--- src/rtl/echo_pkg.sv ---
// Shared constants for the echo frame writer: FSM encoding, header tag and sample packing.
package echo_pkg;

  localparam logic [1:0] IDLE    = 2'd0;
  localparam logic [1:0] HEADER  = 2'd1;
  localparam logic [1:0] CAPTURE = 2'd2;

  localparam logic [7:0] DEFAULT_HEADER_TAG = 8'hA5;
  localparam int         SAMPLE_SHIFT       = 1;

  // Dropping the ADC LSB frees bit 15, which stays 0 so headers are unambiguous.
  function automatic logic [15:0] sample_word(input logic [15:0] data);
    return 16'(data >> SAMPLE_SHIFT);
  endfunction

endpackage

--- src/rtl/echo_frame_writer_sync_edge_det.sv ---
// Optional N-stage synchroniser followed by a rising-edge detector.
module sync_edge_det #(
  parameter int SYNC_STAGES = 2
) (
  input  logic CLK_65,
  input  logic RST,
  input  logic D,
  output logic EDGE
);

  logic synced;
  logic prev;

  generate
    if (SYNC_STAGES == 0) begin : g_direct
      assign synced = D;
    end else begin : g_sync
      logic [SYNC_STAGES-1:0] sync_q;

      always_ff @(posedge CLK_65) begin
        if (RST) begin
          sync_q <= '0;
        end else begin
          sync_q[0] <= D;
          for (int i = 1; i < SYNC_STAGES; i++) sync_q[i] <= sync_q[i-1];
        end
      end

      assign synced = sync_q[SYNC_STAGES-1];
    end
  endgenerate

  // NOTE: registers use non-blocking assignments so every flop samples pre-edge values.
  always_ff @(posedge CLK_65) begin
    if (RST) prev <= 1'b0;
    else     prev <= synced;
  end

  assign EDGE = synced & ~prev;

endmodule

--- src/rtl/echo_frame_writer.sv ---
// Burst-aligned framer: writes {tag, id} then SAMPLES_PER_FRAME sample words into the FIFO.
module echo_frame_writer
  import echo_pkg::*;
#(
  parameter int unsigned SAMPLES_PER_FRAME = 512,
  parameter logic [7:0]  HEADER_TAG        = DEFAULT_HEADER_TAG
) (
  input  logic        CLK_65,
  input  logic        RST,
  input  logic        ON,
  input  logic        BURST,
  input  logic        SAMPLE_FIN,
  input  logic [15:0] SAMPLE_DATA,
  input  logic        FIFO_FULL,
  output logic        FIFO_WR,
  output logic [15:0] FIFO_DATA,
  output logic        FRAME_ACTIVE,
  output logic        OVERFLOW,
  output logic [7:0]  FRAME_ID
);

  localparam logic [15:0] LAST_INDEX = 16'(SAMPLES_PER_FRAME - 1);

  logic [1:0]  state;
  logic [15:0] count;
  logic        burst_edge;
  logic        fin_edge;

  sync_edge_det #(.SYNC_STAGES(2)) u_burst_edge (
    .CLK_65 (CLK_65),
    .RST    (RST),
    .D      (BURST),
    .EDGE   (burst_edge)
  );

  sync_edge_det #(.SYNC_STAGES(0)) u_fin_edge (
    .CLK_65 (CLK_65),
    .RST    (RST),
    .D      (SAMPLE_FIN),
    .EDGE   (fin_edge)
  );

  always_ff @(posedge CLK_65) begin
    if (RST) begin
      state        <= IDLE;
      count        <= '0;
      FIFO_WR      <= 1'b0;
      FIFO_DATA    <= '0;
      FRAME_ACTIVE <= 1'b0;
      OVERFLOW     <= 1'b0;
      FRAME_ID     <= '0;
    end else begin
      FIFO_WR <= 1'b0;
      if (!ON) begin
        // Abort: any in-flight write is dropped, the frame ID is kept.
        state        <= IDLE;
        FRAME_ACTIVE <= 1'b0;
        OVERFLOW     <= 1'b0;
      end else begin
        case (state)
          IDLE: begin
            if (burst_edge && !OVERFLOW) begin
              state        <= HEADER;
              FRAME_ACTIVE <= 1'b1;
            end
          end
          HEADER: begin
            if (FIFO_FULL) begin
              OVERFLOW     <= 1'b1;
              state        <= IDLE;
              FRAME_ACTIVE <= 1'b0;
            end else begin
              FIFO_WR   <= 1'b1;
              FIFO_DATA <= {HEADER_TAG, FRAME_ID};
              count     <= '0;
              state     <= CAPTURE;
            end
          end
          CAPTURE: begin
            if (fin_edge) begin
              if (FIFO_FULL) begin
                // The truncated frame still consumes its ID so the next header differs.
                OVERFLOW     <= 1'b1;
                FRAME_ID     <= FRAME_ID + 8'd1;
                state        <= IDLE;
                FRAME_ACTIVE <= 1'b0;
              end else begin
                FIFO_WR   <= 1'b1;
                FIFO_DATA <= sample_word(SAMPLE_DATA);
                count     <= count + 16'd1;
                if (count == LAST_INDEX) begin
                  FRAME_ID     <= FRAME_ID + 8'd1;
                  state        <= IDLE;
                  FRAME_ACTIVE <= 1'b0;
                end
              end
            end
          end
          default: begin
            state        <= IDLE;
            FRAME_ACTIVE <= 1'b0;
          end
        endcase
      end
    end
  end

endmodule

--- config.mk ---
export PLATFORM = sky130hd
export DESIGN_NAME = echo_frame_writer
export DESIGN_NICKNAME = d
export VERILOG_FILES = /design/src/rtl/echo_pkg.sv /design/src/rtl/echo_frame_writer_sync_edge_det.sv /design/src/rtl/echo_frame_writer.sv
export SDC_FILE = /design/constraint.sdc
export NUM_CORES = 1
export LEC_CHECK = 0
export CAP_MARGIN = 20
export CORE_MARGIN = 2
export CORE_UTILIZATION = 30
export DETAILED_ROUTE_END_ITERATION = 10
export GPL_TIMING_DRIVEN = 0
export PLACE_DENSITY = 0.63
export RECOVER_POWER = 25
export SLEW_MARGIN = 20
export SYNTH_ARGS = -nofsm -noshare
export SYNTH_HDL_FRONTEND = slang
export SYNTH_SLANG_ARGS = --single-unit
--- constraint.sdc ---
create_clock -name CLK_65 -period 2.7 [get_ports CLK_65]
set_input_delay 0.27 -clock CLK_65 [delete_from_list [all_inputs] [get_ports CLK_65]]
set_output_delay 0.27 -clock CLK_65 [all_outputs]
set_load 0.05 [all_outputs]
# Word-level counts from Yosys, hierarchy flattened
# Index checks and enable logic that the tools add are counted.
# classes
n_reduce_logical	11
addsub	2
n_mux	28
eq_ne	9
bitwise_logic	5
# op_table
op	n
$mux W16	6
$pmux W16 S2	2
$add A16 B1 Y16 const B	1
$eq A16 B9 Y1 const B	1
$mux W8	2
$mux W2	5
$ne A2 B2 Y1 const B	5
$mux W1	9
$add A8 B1 Y8 const B	1
$reduce_and A4 Y1	2
$pmux W2 S3	1
$reduce_and A5 Y1	1
$pmux W1 S2	2
$reduce_bool A2 Y1	2
$ne A3 B3 Y1 const B	1
$not A1 Y1	3
$pmux W1 S3	1
$reduce_and A3 Y1	1
$and A1 B1 Y1	2
$eq A2 B1 Y1 const B	1
$eq A2 B2 Y1 const B	1
$logic_not A2 Y1	1
$reduce_and A2 Y1	1
$reduce_or A2 Y1	1
2 further kinds	2
# word_totals
ff_bits	49

# Logic depth before layout (Yosys ltp)
# logic_depth
depth_word	5
depth_mapped	8
ltp_nobuf	6

# Hierarchy
# A second synthesis with hierarchy kept.
# hier_totals
cells_unflattened	259
area_unflattened_um2	2329.7
# by_module_without_submodules
mod	n_inst	seq_area_each_um2	area_each_um2	cells_each
echo_frame_writer	1	900.9	2194.6	249
sync_edge_det at u_burst_edge	1	60.1	87.6	7
sync_edge_det at u_fin_edge	1	20.0	47.5	3

# Least setup slack after synthesis
# No wires, ideal clock.
# synth_path
path_kind	flip-flop to flip-flop
startpoint	reg state[0]
endpoint	reg FRAME_ID[2]
t_arrival_ns	1.745
stages_incl_launch_ff	9
setup_slack_ns	0.834
required_time_ns	2.579
synth_period_minus_slack_ns	1.866
path_cell_list	dfxtp_1 > inv_1 > ha_1 > buf_4 > and3b_1 > nand2_1 > buf_2 > nor3b_1 > mux2_2
# synth_via
elab_chain_len	2
# synth_lines
element	line_no	rtl
start, declared	echo_frame_writer.sv:24	logic [1:0] state;
start signal, assigned	echo_frame_writer.sv:45	state <= IDLE;
start signal, assigned	echo_frame_writer.sv:56	state <= IDLE;
start signal, assigned	echo_frame_writer.sv:63	state <= HEADER;
$eq A2 B2 Y1	echo_frame_writer.sv:60	case (state)
$reduce_and A4 Y1 (no line)	--	
end signal, assigned	echo_frame_writer.sv:84	FRAME_ID <= FRAME_ID + 8'd1;
end signal, assigned	echo_frame_writer.sv:92	FRAME_ID <= FRAME_ID + 8'd1;
end, declared	echo_frame_writer.sv:19	output logic [7:0] FRAME_ID
# No other way between the ends.
# A chain may end at the register's enable or synchronous reset.

# Worst setup path after layout
# Same ends and word-level chain as after synthesis.

==> impl_metrics.csv <==
group,metric,value,unit
synth,yosysTopAreaCellShare,41.9,%
synth,ys.flop_type,"dfxtp_1",
clock_network,tritoncts,"done",
status,status,"finished clean",
routing,first_pass_iters,4,
synth,ys_warn_count,0,
power_and_ir_drop,finalPower,1.28,mW
floorplan,rows,32,
worst_setup_path,r2r_setup_slack,0.48,ns
floorplan,die_w,92.3,um
hold_path,hold_class,"reg2reg",
final_layout,fin_nets,339,
floorplan,die-area,8520,um^2
sta,min_period_over_period,82.1,%
worst_setup_path,start_kind,"flop",
floorplan,ioPinCount,49,
routing,routed_via_density,4.99,
global_routing,grt_overflow,0,
placement,place_hpwl,4120,um
placement,place_congestion,0.799,
clock_network,cts_resized,0,
clock_network,cts_num_sinks,49,
final_layout,final_common_cell,"dfxtp_1",
final_layout,fill_cells,777,
sta,setup-tns-final,0,ns
power_and_ir_drop,power_frac_seq,57.2,%
worst_setup_path,rr_worst_depth,8,
synth,synth_cell_types,47,
clock_network,h-tree-depth,2,
sta,max_freq,0.451,GHz
hold_path,worstHoldStart,"u_burst_edge.g_sync.sync_q[0]",
sta,setup_violations,0,
final_layout,stdcell_count,415,
synth,synth_cells,258,
placement,dp.cells,407,
sta,worst_pin_slew,0.934,ns
power_and_ir_drop,p_per_area,424,nW/um^2
global_routing,grt_pass1_vias,1999,
job,cap_violations,0,
routing,remaining_drc_errors,0,
sta,slew_violations,0,
worst_setup_path,crit_arrival,2.42,ns
global_routing,grt_max_degree,16,
final_layout,seq_area,981,um^2
worst_setup_path,reg2reg_to,"FRAME_ID[2]",
final_layout,multi_input_area,1230,um^2
clock_network,post_cts_buffers,0,
sta,min_period,2.22,ns
clock_network,insertion_delay,0.31,ns
power_and_ir_drop,power.leakage,0.985,nW
global_routing,grt_pass1_wl,9450,um
final_layout,syn2layout_area_growth,29.3,%
power_and_ir_drop,comb_power_share,8.2,%
synth,syn_avg_cell_area,9.06,um^2
synth,synth.top_cells.by_area,"dfxtp_1 (42%), a21oi_1 (5.6%), mux2i_1 (3.9%)",
clock_network,cts_buffers,5,
final_layout,layout-drive-gt1-share,7.67,%
worst_setup_path,path_class,"reg2reg",
power_and_ir_drop,swShare,24.6,%
synth,netlist_area,2340,um^2
hold_path,whs_endpoint,"u_burst_edge.g_sync.sync_q[1]",
final_layout,diodes,0,
synth,synth_edf_count,0,
hold_path,hold_depth,1,
floorplan,dieHeight,92.3,um
routing,finalWirelength,5550,um
synth,syn_nets,285,
synth,ys_seq_elements,49,
power_and_ir_drop,clkPwrFrac,34.6,%
worst_setup_path,crit_fanout,10,
power_and_ir_drop,max-vdd-ir-drop,171,uV
power_and_ir_drop,p_int,0.965,mW
floorplan,initial_core_util,30.6,%
routing,wl_per_cell,13.4,um
synth,synth_async_sr_flop_share,0,%
routing,drtIter0Drc,60,
sta,grt_setup_unrepaired,"false",
clock_network,clock-root-buffer,"clkbuf_8",
worst_setup_path,cp-end-kind,"flop",
sta,hold_violations,0,
worst_setup_path,required,2.91,ns
placement,port_buffers,47,
global_routing,grt.total_usage,13.7,%
worst_setup_path,r2r_start,"state[0]",
sta,fin_worst_skew,0.00811,ns
global_routing,antenna_found_initial,0,
sta,max_slew_margin,37.1,%
clock_network,ctsHoldBuffers,0,
power_and_ir_drop,power_switching,0.315,mW
routing,drtAntennaViolNets,0,
floorplan,core,7650,um^2
clock_network,clkTransAtPathRegs,0.10,ns
synth,yosysSeqAreaShare,41.9,%
clock_network,cts_buffer_depth,2,
synth,synth_top_cell_by_area,"dfxtp_1",
routing,vias,2069,
final_layout,final_cell_mix,"dfxtp_1 (49), clkdlybuf4s50_1 (34), a21oi_1 (26)",
-- stage by stage --
step                      setup WS [ns]  hold slack, ns  util [%]  area [um^2]
final                             0.484           0.442      39.5         3020
after global routing              0.296           0.457      39.5         3020
after CTS                         0.477           0.446      39.5         3020
after detailed placement          0.407           0.424      38.4         2940
after global placement            0.409           0.418      38.4         2940
after floorplan                   0.834           0.347         -         2340
-- cell families after synthesis --
family | synth area share (%)
simple gates | 24.8
compound gates | 19.2
flops | 41.9
buf+inv | 5.62
mux | 4.33
fa+ha+maj | 2.68
xor+xnor | 1.50
-- final cells by class --
class / instances / area share [%]
tap: 102 / 4.22
timing repair buffer: 47 / 15.6
clock inverter: 2 / 0.455
sequential: 49 / 32.5
buffer: 14 / 3.10
clock buffer: 6 / 2.40
multi-input combinational: 185 / 40.6
inverter: 10 / 1.24
-- worst max path at each step --
stage                     slack, ns       endpoint      start
after floorplan                0.83    FRAME_ID[2]   state[0]
after global placement         0.41  FIFO_DATA[14]  FIFO_FULL
after detailed placement       0.41  FIFO_DATA[14]  FIFO_FULL
after CTS                      0.48  FIFO_DATA[14]   state[0]
after global routing           0.30   FIFO_DATA[9]   state[0]
final                          0.48    FRAME_ID[2]   state[0]
-- power by group through the flow --
stage | logic, mW | registers (mW) | clock network (mW)
4_1_cts | 0.108 | 0.732 | 0.456
6_report | 0.106 | 0.732 | 0.443
5_1_grt | 0.114 | 0.733 | 0.490
3_3_place_gp | 0.107 | 0.749 | 0
3_5_place_dp | 0.108 | 0.749 | 0
2_1_floorplan | 0.0430 | 0.761 | 0
-- cells in the mapped netlist, types with 2 or more instances --
cell and n:
o21ai_0 12, clkbuf_1 4, a21oi_1 26, buf_6 3
nor2_1 21, xnor2_1 3, o211ai_1 2, nand2_1 18
o31ai_1 8, nor3b_1 2, or4_1 8, nand4_1 7
and4_1 2, dfxtp_1 49, buf_2 4, nand3_1 6
ha_1 5, nor2b_1 9, a311oi_1 3, inv_1 10
and3_1 2, nand2b_1 4, a211oi_1 10, mux2i_1 9
or3_1 9
-- flip-flops by register name, indices dropped and copies added (netlist names), 2 cells and up --
signal and cells:
u_burst_edge.g_sync.sync_q 2, count 16, state 2, FRAME_ID 8, FIFO_DATA 16
-- worst max-delay path: stages, from the launching register on --
cell and delay (ns):
dfxtp_1 0.32, inv_1 0.10, ha_1 0.20, buf_4 0.20, and3b_1 0.25, nand2_1 0.16, buf_2 0.22, nor3b_1 0.29
mux2_2 0.37
-- per-layer routing --
metal	vias up	part of all wire (%)	GRT usage [%]	routed length, um
met5	-	0	0	0
met1	966	45	16.9	2490
met3	4	4.8	3.74	268
met2	49	49	23.5	2730
li1	1050	-	-	-
met4	0	0.90	3.86	50
Note: power is estimated with default switching activity, not from simulation.
